File: config.mk
export PLATFORM = sky130hd
export DESIGN_NAME = shift_unit
export DESIGN_NICKNAME = d
export VERILOG_FILES = /design/src/rtl/shift_unit.sv
export SDC_FILE = /design/constraint.sdc
export NUM_CORES = 1
export LEC_CHECK = 0
export CAP_MARGIN = 15
export CORE_ASPECT_RATIO = 0.5
export CORE_MARGIN = 2
export CORE_UTILIZATION = 58
export DETAILED_ROUTE_END_ITERATION = 6
export HOLD_SLACK_MARGIN = 0.12
export PLACE_DENSITY_LB_ADDON = 0.08
export SETUP_SLACK_MARGIN = 0.1
export SLEW_MARGIN = 20
export SYNTH_ARGS = -nofsm -noshare
export SYNTH_HDL_FRONTEND = slang
export SYNTH_SLANG_ARGS = --single-unit
File: constraint.sdc
create_clock -name clk -period 7.72 [get_ports clk]
set_clock_uncertainty 0.05 [all_clocks]
set_input_delay 1.544 -clock clk [delete_from_list [all_inputs] [get_ports clk]]
set_output_delay 1.544 -clock clk [all_outputs]
set_load 0.01 [all_outputs]
File: src/rtl/shift_unit.sv
// Multi-cycle shifter: one bit per cycle, shifting SLL/SRL/SRA (and ROL/ROR when
// SHIFT_UNIT_ROTATE_EN is defined); done pulses when the shift completes.
module shift_unit #(
  parameter int unsigned DATA_W = 32,
  parameter int unsigned AMT_W  = 5
) (
  input  logic              clk,
  input  logic              reset,
  input  logic              start,
  input  logic [2:0]        op,
  input  logic [AMT_W-1:0]  shamt,
  input  logic [DATA_W-1:0] data_in,
  output logic              busy,
  output logic              done,
  output logic              err,
  output logic [DATA_W-1:0] result
);

  typedef enum logic [1:0] {
    IDLE  = 2'd0,
    SHIFT = 2'd1,
    DONE  = 2'd2
  } state_t;

  localparam logic [2:0] OP_SLL = 3'b000;
  localparam logic [2:0] OP_SRL = 3'b001;
  localparam logic [2:0] OP_SRA = 3'b010;
`ifdef SHIFT_UNIT_ROTATE_EN
  localparam logic [2:0] OP_ROL = 3'b011;
  localparam logic [2:0] OP_ROR = 3'b100;
`endif

  state_t              state, state_n;
  logic [DATA_W-1:0]   work, work_n;
  logic [AMT_W-1:0]    cnt, cnt_n;
  logic [2:0]          op_q, op_n;
  logic [DATA_W-1:0]   result_n;
  logic                busy_n, done_n, err_n;

  function automatic logic op_legal(input logic [2:0] o);
    logic ok;
    ok = (o == OP_SLL) || (o == OP_SRL) || (o == OP_SRA);
`ifdef SHIFT_UNIT_ROTATE_EN
    ok = ok || (o == OP_ROL) || (o == OP_ROR);
`endif
    return ok;
  endfunction

  // Single-bit move of the working register for the latched op.
  function automatic logic [DATA_W-1:0] step(input logic [DATA_W-1:0] w,
                                             input logic [2:0]        o);
    logic [DATA_W-1:0] r;
    r = w;
    case (o)
      OP_SLL:  r = {w[DATA_W-2:0], 1'b0};
      OP_SRL:  r = {1'b0, w[DATA_W-1:1]};
      OP_SRA:  r = {w[DATA_W-1], w[DATA_W-1:1]};
`ifdef SHIFT_UNIT_ROTATE_EN
      OP_ROL:  r = {w[DATA_W-2:0], w[DATA_W-1]};
      OP_ROR:  r = {w[0], w[DATA_W-1:1]};
`endif
      default: r = w;
    endcase
    return r;
  endfunction

  always_comb begin
    state_n  = state;
    work_n   = work;
    cnt_n    = cnt;
    op_n     = op_q;
    result_n = result;
    err_n    = 1'b0;
    case (state)
      IDLE: begin
        if (start) begin
          work_n = data_in;
          cnt_n  = shamt;
          op_n   = op;
          if ((shamt == AMT_W'(0)) || !op_legal(op)) begin
            state_n  = DONE;
            result_n = data_in;
            err_n    = !op_legal(op);
          end else begin
            state_n = SHIFT;
          end
        end
      end
      SHIFT: begin
        work_n = step(work, op_q);
        cnt_n  = cnt - AMT_W'(1);
        // Last shift: publish the result in the same edge that raises done.
        if (cnt == AMT_W'(1)) begin
          state_n  = DONE;
          result_n = step(work, op_q);
        end
      end
      DONE:    state_n = IDLE;
      default: state_n = IDLE;
    endcase
    busy_n = (state_n != IDLE);
    done_n = (state_n == DONE);
  end

  always_ff @(posedge clk or posedge reset) begin
    if (reset) begin
      state  <= IDLE;
      work   <= '0;
      cnt    <= '0;
      op_q   <= '0;
      result <= '0;
      busy   <= 1'b0;
      done   <= 1'b0;
      err    <= 1'b0;
    end else begin
      state  <= state_n;
      work   <= work_n;
      cnt    <= cnt_n;
      op_q   <= op_n;
      result <= result_n;
      busy   <= busy_n;
      done   <= done_n;
      err    <= err_n;
    end
  end

endmodule
== Word-level counts from Yosys, hierarchy flattened ==
Cells that the tools add are included.

* Register bits: 77
* Input port bits: 43
* Output and inout bits: 35
* Logic and storage cells: 48

* Add/sub/neg operators: 1
* Equality and inequality tests: 10
* Multiplexer cells: 16
* Reduce and logical (&&, ||, !) cells: 13

{| class="wikitable"
|+ Operators with widths
! kind !! number
|-
| $mux W32 || 4
|-
| $pmux W32 S2 || 2
|-
| $pmux W32 S3 || 1
|-
| $pmux W5 S2 || 1
|-
| $eq A3 B1 Y1 const B || 2
|-
| $eq A3 B2 Y1 const B || 2
|-
| $logic_not A3 Y1 || 2
|-
| $mux W2 || 3
|-
| $ne A2 B2 Y1 const B || 3
|-
| $eq A5 B1 Y1 const B || 1
|-
| $logic_not A5 Y1 || 1
|-
| $mux W5 || 1
|-
| $sub A5 B1 Y5 const B || 1
|-
| $pmux W2 S2 || 1
|-
| $reduce_and A2 Y1 || 2
|-
| $reduce_and A4 Y1 || 1
|-
| $reduce_bool A2 Y1 || 2
|-
| $logic_or A1 B1 Y1 || 3
|-
| $mux W1 || 3
|-
| $eq A2 B1 Y1 const B || 1
|-
| $eq A2 B2 Y1 const B || 1
|-
| $logic_not A2 Y1 || 1
|-
| $logic_not A1 Y1 || 1
|}

== Logic depth before layout (Yosys ltp) ==
* Depth after elaboration: 9
* Gate-level depth with buffers: 8
* Depth with buffers taken out: 5

== Least setup slack after synthesis ==
OpenSTA, ideal clock, no wires.

* Kind: input-to-reg
* From: input port shamt[1]
* To: register result[13]
* Library setup time: 0.125 ns
* Arrival time: 2.811 ns
* Data required time: 7.545 ns
* Slack: 4.734 ns
* Stages: 5
* Path buffers: 1
* Path through: or4_4 o21ai_2 a22oi_4 buf_6 mux2_4

* Longest elaborated chain between the ends: 4

{| class="wikitable"
|+ Ends and longest elaborated chain
! item !! RTL line !! RTL
|-
| start: declaration || 11 || <nowiki>input logic [AMT_W-1:0] shamt,</nowiki>
|-
| $logic_not A5 Y1 || 80 || <nowiki>if ((shamt == AMT_W'(0)) || !op_legal(op)) begin</nowiki>
|-
| $logic_or A1 B1 Y1 || 80 ||
|-
| $ne A2 B2 Y1 (no line) || - ||
|-
| $reduce_and A4 Y1 (no line) || - ||
|-
| end signal: assignment || 120 || <nowiki>result <= result_n;</nowiki>
|-
| end: declaration || 16 || <nowiki>output logic [DATA_W-1:0] result</nowiki>
|}

Every way passes these cells.
A chain may end at the register's enable or synchronous reset.

== Worst setup path after layout ==
* From: input port op[1]
* To: register result[24]

* Longest elaborated chain between the ends: 7
* Elaborated cells between the ends (all ways): 9
* Classes of those cells: eq/ne (3); reduce/logical (6)

{| class="wikitable"
|+ Ends and longest elaborated chain
! item !! RTL line !! RTL
|-
| start: declaration || 10 || <nowiki>input logic [2:0] op,</nowiki>
|-
| $eq A3 B1 Y1 / $logic_not A3 Y1 (equally long branches) || 42 || <nowiki>ok = (o == OP_SLL) || (o == OP_SRL) || (o == OP_SRA);</nowiki>
|-
| $logic_or A1 B1 Y1 || 42 ||
|-
| $logic_or A1 B1 Y1 * || 42 ||
|-
| $logic_not A1 Y1 * || 80 ||
|-
| $logic_or A1 B1 Y1 * || 80 ||
|-
| $ne A2 B2 Y1 (no line) * || - ||
|-
| $reduce_and A4 Y1 (no line) * || - ||
|}

Mark *: on every way between the ends. The rest lies on a longest branch, timed or not.

==> flow_summary_export.csv <==
group,metric,value,unit
run_status,outcome,"finished, final reports clean",
global_routing,antenna_found_initial,0,
worst_setup_path,r2r-start,"op_q[1]",
global_routing,grt_pass1_vias,3659,
run,drv_cap,0,
die,fp.dieW,129,microns
global_routing,grt_pass1_wl,17.6,mm
sta,hold_viol_final,0,
drt,via_per_inst,5.80,
synth,yosys-top-cells-area,"dfrtp_1, o21ai_0, inv_1, mux2_2, nor2b_1",
synth,synth-simple-area-share,0.148,
worst_setup_path,critPathBufInv,2,
global_routing,grt_max_degree,78,
synth,synth_top_cell_by_area,"dfrtp_1",
placed_design,place_hpwl,6.62,mm
cells_and_area,nNetsFinal,620,
worst_setup_path,regToRegSetupSlack,5.25,ns
clock_tree,clock-sinks,77,
drt,routedWlPerCell,15.2,microns
die,row_count,22,
worst_setup_path,r2r_end,"result[15]",
synth,synth_top_area_frac,0.423,
synth,synthAdderAreaFrac,0.00550,
clock_tree,insertion_delay,0.34,ns
pwr,power.total,2.41,mW
drt,num_vias,3988,
die,ios,78,
clock_tree,numCtsBuffers,9,
die,start_util,0.610,
clock_tree,clk_pin_slew_worst_paths,0.06,ns
sta,setup_tns,0,ns
sta,fin_crit_sh,0.468,
worst_setup_path,rr_worst_depth,5,
synth,yosysUniqueCellTypes,38,
hold_path,min_from,"result[13]",
clock_tree,cts_resized,0,
worst_setup_path,crit_required,7.89,ns
global_routing,grt_overflow_total,0,
pwr,powerDensity,430,nW/um^2
sta,drv_slew,0,
synth,yosysWarnings,0,
worst_setup_path,path_class,"in -> reg",
hold_path,min_to,"result[13]",
cells_and_area,fillers,546,
cells_and_area,synthToLayoutAreaGrowth,23.2,%
drt,first_pass_iters,5,
die,core,7460,sq um
synth,ys_seq_area_frac,0.423,
sta,min_period,3.61,ns
synth,ys_ff_latch,77,
placed_design,place_congestion,0.843,
worst_setup_path,crit_chain,"clkdlybuf4s50_1, a21oi_1, o21ai_2, a22oi_4, buf_4, mux2_2",
clock_tree,root_buffer,"clkbuf_16",
pwr,ir_drop,277,uV
sta,worst_pin_slew,1.08,ns
worst_setup_path,worstSetupStartpointType,"primary input",
synth,postSynthAreaPerCell,8.69,sq um
drt,drt_iter0_drc,285,
die,die-area,8620,sq um
sta,fmax,277,MHz
drt,routed_wl,10.5,mm
pwr,leakage,2.48,nW
sta,relSlewSlack,0.283,
synth,syn_inst,524,
cells_and_area,drive_gt1_frac,0.0967,
worst_setup_path,crit_slowest_cell,"a22oi_4",
clock_tree,hold_buffers,0,
cells_and_area,diodes,0,
hold_path,hold_depth,1,
synth,synthMuxAreaShare,0.119,
placed_design,io_buffer_count,77,
drt,post-route-drc-count,0,
worst_setup_path,slowest_delay,0.58,ns
clock_tree,postCtsSetupRepairBufs,0,
die,die_h,66.7,microns
global_routing,grt_use_total,0.262,
drt,ant_nets,0,
worst_setup_path,cp.arrival,3.78,ns
synth,synth_top_family_by_area,"compound AO/OA/AOI/OAI gates",
worst_setup_path,worstPathMaxFanout,20,
worst_setup_path,worst_setup_path_end_kind,"flop",
clock_tree,cts.path.max_buffers,2,
synth,synth_nets,569,
synth,yosys.area_share.xor_xnor,0,
hold_path,hold_class,"reg -> reg",
synth,syn-cell-area,4550,sq um
clock_tree,cts_tree,"yes",
synth,synth_compound_area_frac,0.217,
worst_setup_path,cp_top_family,"compound AO/OA/AOI/OAI gates",
sta,setup_viol,0,
clock_tree,htreeDepth,3,
sta,rsz0062_at_grt,"no",
## metrics by stage
step | cell area, sq um | setup slack [ns] | hold WS (ns) | util | cells
floorplan | 4550 | 4.16 | 0.438 | - | 524
global route | 5610 | 3.97 | 0.488 | 0.752 | 687
detailed placement | 5310 | 3.78 | 0.442 | 0.712 | 671
CTS | 5570 | 4.14 | 0.459 | 0.747 | 686
finish | 5610 | 4.11 | 0.457 | 0.752 | 687
global placement | 5310 | 3.82 | 0.440 | 0.712 | 671
## cell type report
type	count	area, sq um	share of cell area
multi-input combinational	349	2240	0.400
clock inverter	2	10.0	0.00178
clock buffer	13	250	0.0446
sequential	77	1930	0.344
inverter	56	211	0.0377
timing repair buffer	82	828	0.148
tap	108	135	0.0241
## cells in the final DEF, fill, tap and decap left out, types with 2 or more instances in the layout
master            n
o21ai_0          83
clkdlybuf4s50_1  77
dfrtp_1          75
inv_1            54
a21oi_1          36
nor2_1           35
nor2b_1          32
nor3_1           31
nand2_1          29
mux2i_1          19
mux2_2           18
a32oi_1          18
a32o_1           13
mux2_4           10
clkbuf_16         9
buf_4             4
o22ai_1           3
clkinv_2          3
clkbuf_1          3
and2_1            2
a31oi_1           2
ha_1              2
## flip-flops by register name, summed over array words and instances, names as in the netlist
name    count
work       32
cnt         5
result     32
busy        1
op_q        3
state       2
err         1
done        1
## worst max path at each step
stage	startpoint	slack, ns	cells past startpoint	endpoint
3_3_place_gp	op[1]	3.82	6	result[23]
4_1_cts	op[1]	4.14	6	result[0]
2_1_floorplan	reset	4.16	1	busy
3_5_place_dp	op[1]	3.78	6	result[25]
6_report	op[1]	4.11	6	result[24]
5_1_grt	op[1]	3.97	6	result[24]
## logic make-up after synthesis
kind of cell / after synthesis
AOI/OAI and AO/OA: 162
and+or+nand+nor: 138
buffers and inverters: 98
DFF: 77
muxes: 47
adders and majority gates: 2
## power by group
part / internal, mW / switching [mW] / total [mW]
logic: 0.581 / 0.555 / 1.14
clock network: 0.224 / 0.157 / 0.381
registers: 0.607 / 0.289 / 0.896
## per-layer routing
| layer | up-vias | track usage | wire length [microns] |
|---|---|---|---|
| li1 | 1926 | - | - |
| met3 | 27 | 0.0610 | 587 |
| met2 | 144 | 0.417 | 4700 |
| met4 | 0 | 0.0897 | 210 |
| met1 | 1891 | 0.354 | 4960 |
| met5 | - | 0 | 0 |
## synth_stat cells (all sizes together)
library cell / n
mux2: 28
a31oi: 2
and2: 2
nor4b: 1
o21ai: 84
and4b: 1
nor2b: 32
o211ai: 1
clkbuf: 24
dfrtp: 77
a21oi: 36
o41ai: 1
inv: 56
o22ai: 3
a32o: 13
a22oi: 2
nand3b: 1
o221a: 1
nor2: 36
or2: 1
or4: 1
a32oi: 18
o31ai: 1
buf: 18
or3: 1
nand2b: 1
ha: 2
mux2i: 19
nand2: 29
nor3b: 1
nor3: 31
Power figures use the tool's default switching activity.
==> edit, RTL diff (config.mk and constraints unchanged) <==
Re-encode `state_t` (3 states) as one-hot, 3 bits wide.
--- a/src/rtl/shift_unit.sv
+++ b/src/rtl/shift_unit.sv
@@ -18,6 +18,6 @@
 
-  typedef enum logic [1:0] {
-    IDLE  = 2'd0,
-    SHIFT = 2'd1,
-    DONE  = 2'd2
+  typedef enum logic [2:0] {
+    IDLE  = 3'b001,
+    SHIFT = 3'b010,
+    DONE  = 3'b100
   } state_t;
Function: no difference found for any inputs over 10 cycles, from zero or initial values and one cycle with reset high; not proved beyond that.
==> edit against the unedited design <==
Worst setup slack gained 110 ps. Routed wire length down 10%. First-iteration DRC count rose by 12%. Final cell count shrank 28%. Sequential share of layout area rose by 3.3 points. Critical path depth did not move. Cell area shrank 7.6%. Sequential cell count is 1 higher. Area after synthesis is 12% lower. Combinational power shrank 37%. Critical endpoint is now work[31]. Maximum frequency grew 3.1%. Clock power rose by 31%. Power down 16%.
==> edit: results (changes against the unedited design) <==
Outcome
  – Status: finished, final reports clean (unchanged)

Critical path
  – Start point of the critical path: start (was op[1])
  – RR Startpoint: state[2] (was op_q[1])
  – Crit path arrival time: 3650 ps (was 3780 ps)
  – CP delay by family, top: simple AND/OR/NAND/NOR gates (was compound AO/OA/AOI/OAI gates)
  – Crit-path max cell delay: 810 ps (was 580 ps)
  – Crit Path Max Fanout: 35 (was 20)
  – CP Capture Point: work[31] (was result[24])
  – R2r endpoint: work[26] (was result[15])

Global route
  – Largest net degree at the start of global routing: 79 (was 78)
  – Vias in the first global route: 3019 (was 3659)
  – Global-route wire length before repair: 15.5 mm (was 17.6 mm)

Drt
  – Initial DRC count: 319 (was 285)
  – WL final: 9.37 mm (was 10.5 mm)
  – Routed vias/inst: 6.05 (was 5.80)

Final layout
  – Fillcell total: 449 (was 546)
  – Final #Nets: 441 (was 620)
  – Share of layout cells above drive strength 1: 23.5% (was 9.67%)

Timing
  – Period utilization: 45.4% (was 46.8%)
  – Worst-Margin Slew: 1050 ps (was 1080 ps)

Power
  – Switching Share: 32.3% (was 41.5%)
  – Leak: 2.17 nW (was 2.48 nW)

Placed design
  – Worst slack, placed: 3950 ps (was 3780 ps)

Synth
  – Synth unique cells: 42 (was 38)
  – Commonest cells in the netlist: 77 x dfrtp_1, 36 x nor2_1, 34 x mux2_2 (was 83 x o21ai_0, 77 x dfrtp_1, 55 x inv_1)
  – Register area share after synthesis: 48.5% (was 42.3%)
edit: cell types whose count changed after synthesis, sizes merged, moves of 29 or more:
| cell | unedited run | this run |
|---|---|---|
| a221oi | 0 | 29 |
| inv | 56 | 8 |
| mux2 | 28 | 61 |
| nor2b | 32 | 0 |
| o21ai | 84 | 8 |
| o2bb2ai | 0 | 30 |
edit: stage by stage:
step	util (%)	instance area, um^2
floorplan	-	4020
global placement	71.6	4800
detailed placement	72.0	4820
CTS	77.3	5180
global route	77.3	5180
finish	77.3	5180
edit: power by group through the flow:
stage,Clock (W),Combinational (W),Sequential [W]
after detailed placement,0,0.000715,0.000791
after floorplan,0,0.000420,0.000776
after global placement,0,0.000691,0.000781
final,0.000498,0.000721,0.000798
after global routing,0.000526,0.000773,0.000823
after CTS,0.000507,0.000722,0.000792
edit: kinds of logic (layout without fill, tap and decap cells):
| kind of cell | after synthesis | count (layout) | synth area share, % |
|---|---|---|---|
| AOI/OAI and AO/OA | 86 | 86 | 17.5 |
| DFF | 78 | 78 | 48.5 |
| and+or+nand+nor | 64 | 64 | 8.15 |
| muxes | 62 | 62 | 19.8 |
| buffers and inverters | 36 | 107 | 5.16 |
| adders and majority gates | 2 | 2 | 0.622 |
| xor gates and xnor gates | 1 | 1 | 0.218 |
edit: routing by layer:
metal / vias up / GRT usage [%] / part of all wire, %
met1: 1476 / 36.1 / 46
met2: 117 / 40.8 / 47
met5: - / 0 / 0
li1: 1375 / - / -
met4: 0 / 6.61 / 0.83
met3: 8 / 7.03 / 6.5
edit: how the worst min path moves through the flow:
stage               startpoint    endpoint  slack (ps)  depth (start not counted)
floorplan             work[31]    work[31]         410                          2
global placement    result[14]  result[14]         440                          1
detailed placement  result[23]  result[23]         450                          1
CTS                  result[2]   result[2]         460                          1
global route        result[23]  result[23]         480                          1
finish              result[11]  result[11]         460                          1
edit: area by class of cell:
cell class                      instances  area share [%]
Sequential cell                        78            37.7
Tap cell                               92            2.22
Timing Repair Buffer                   84            16.3
Clock buffer                           12            5.14
Clock inverter                          3            1.74
Inverter                                8           0.604
Multi-Input combinational cell        215            36.3
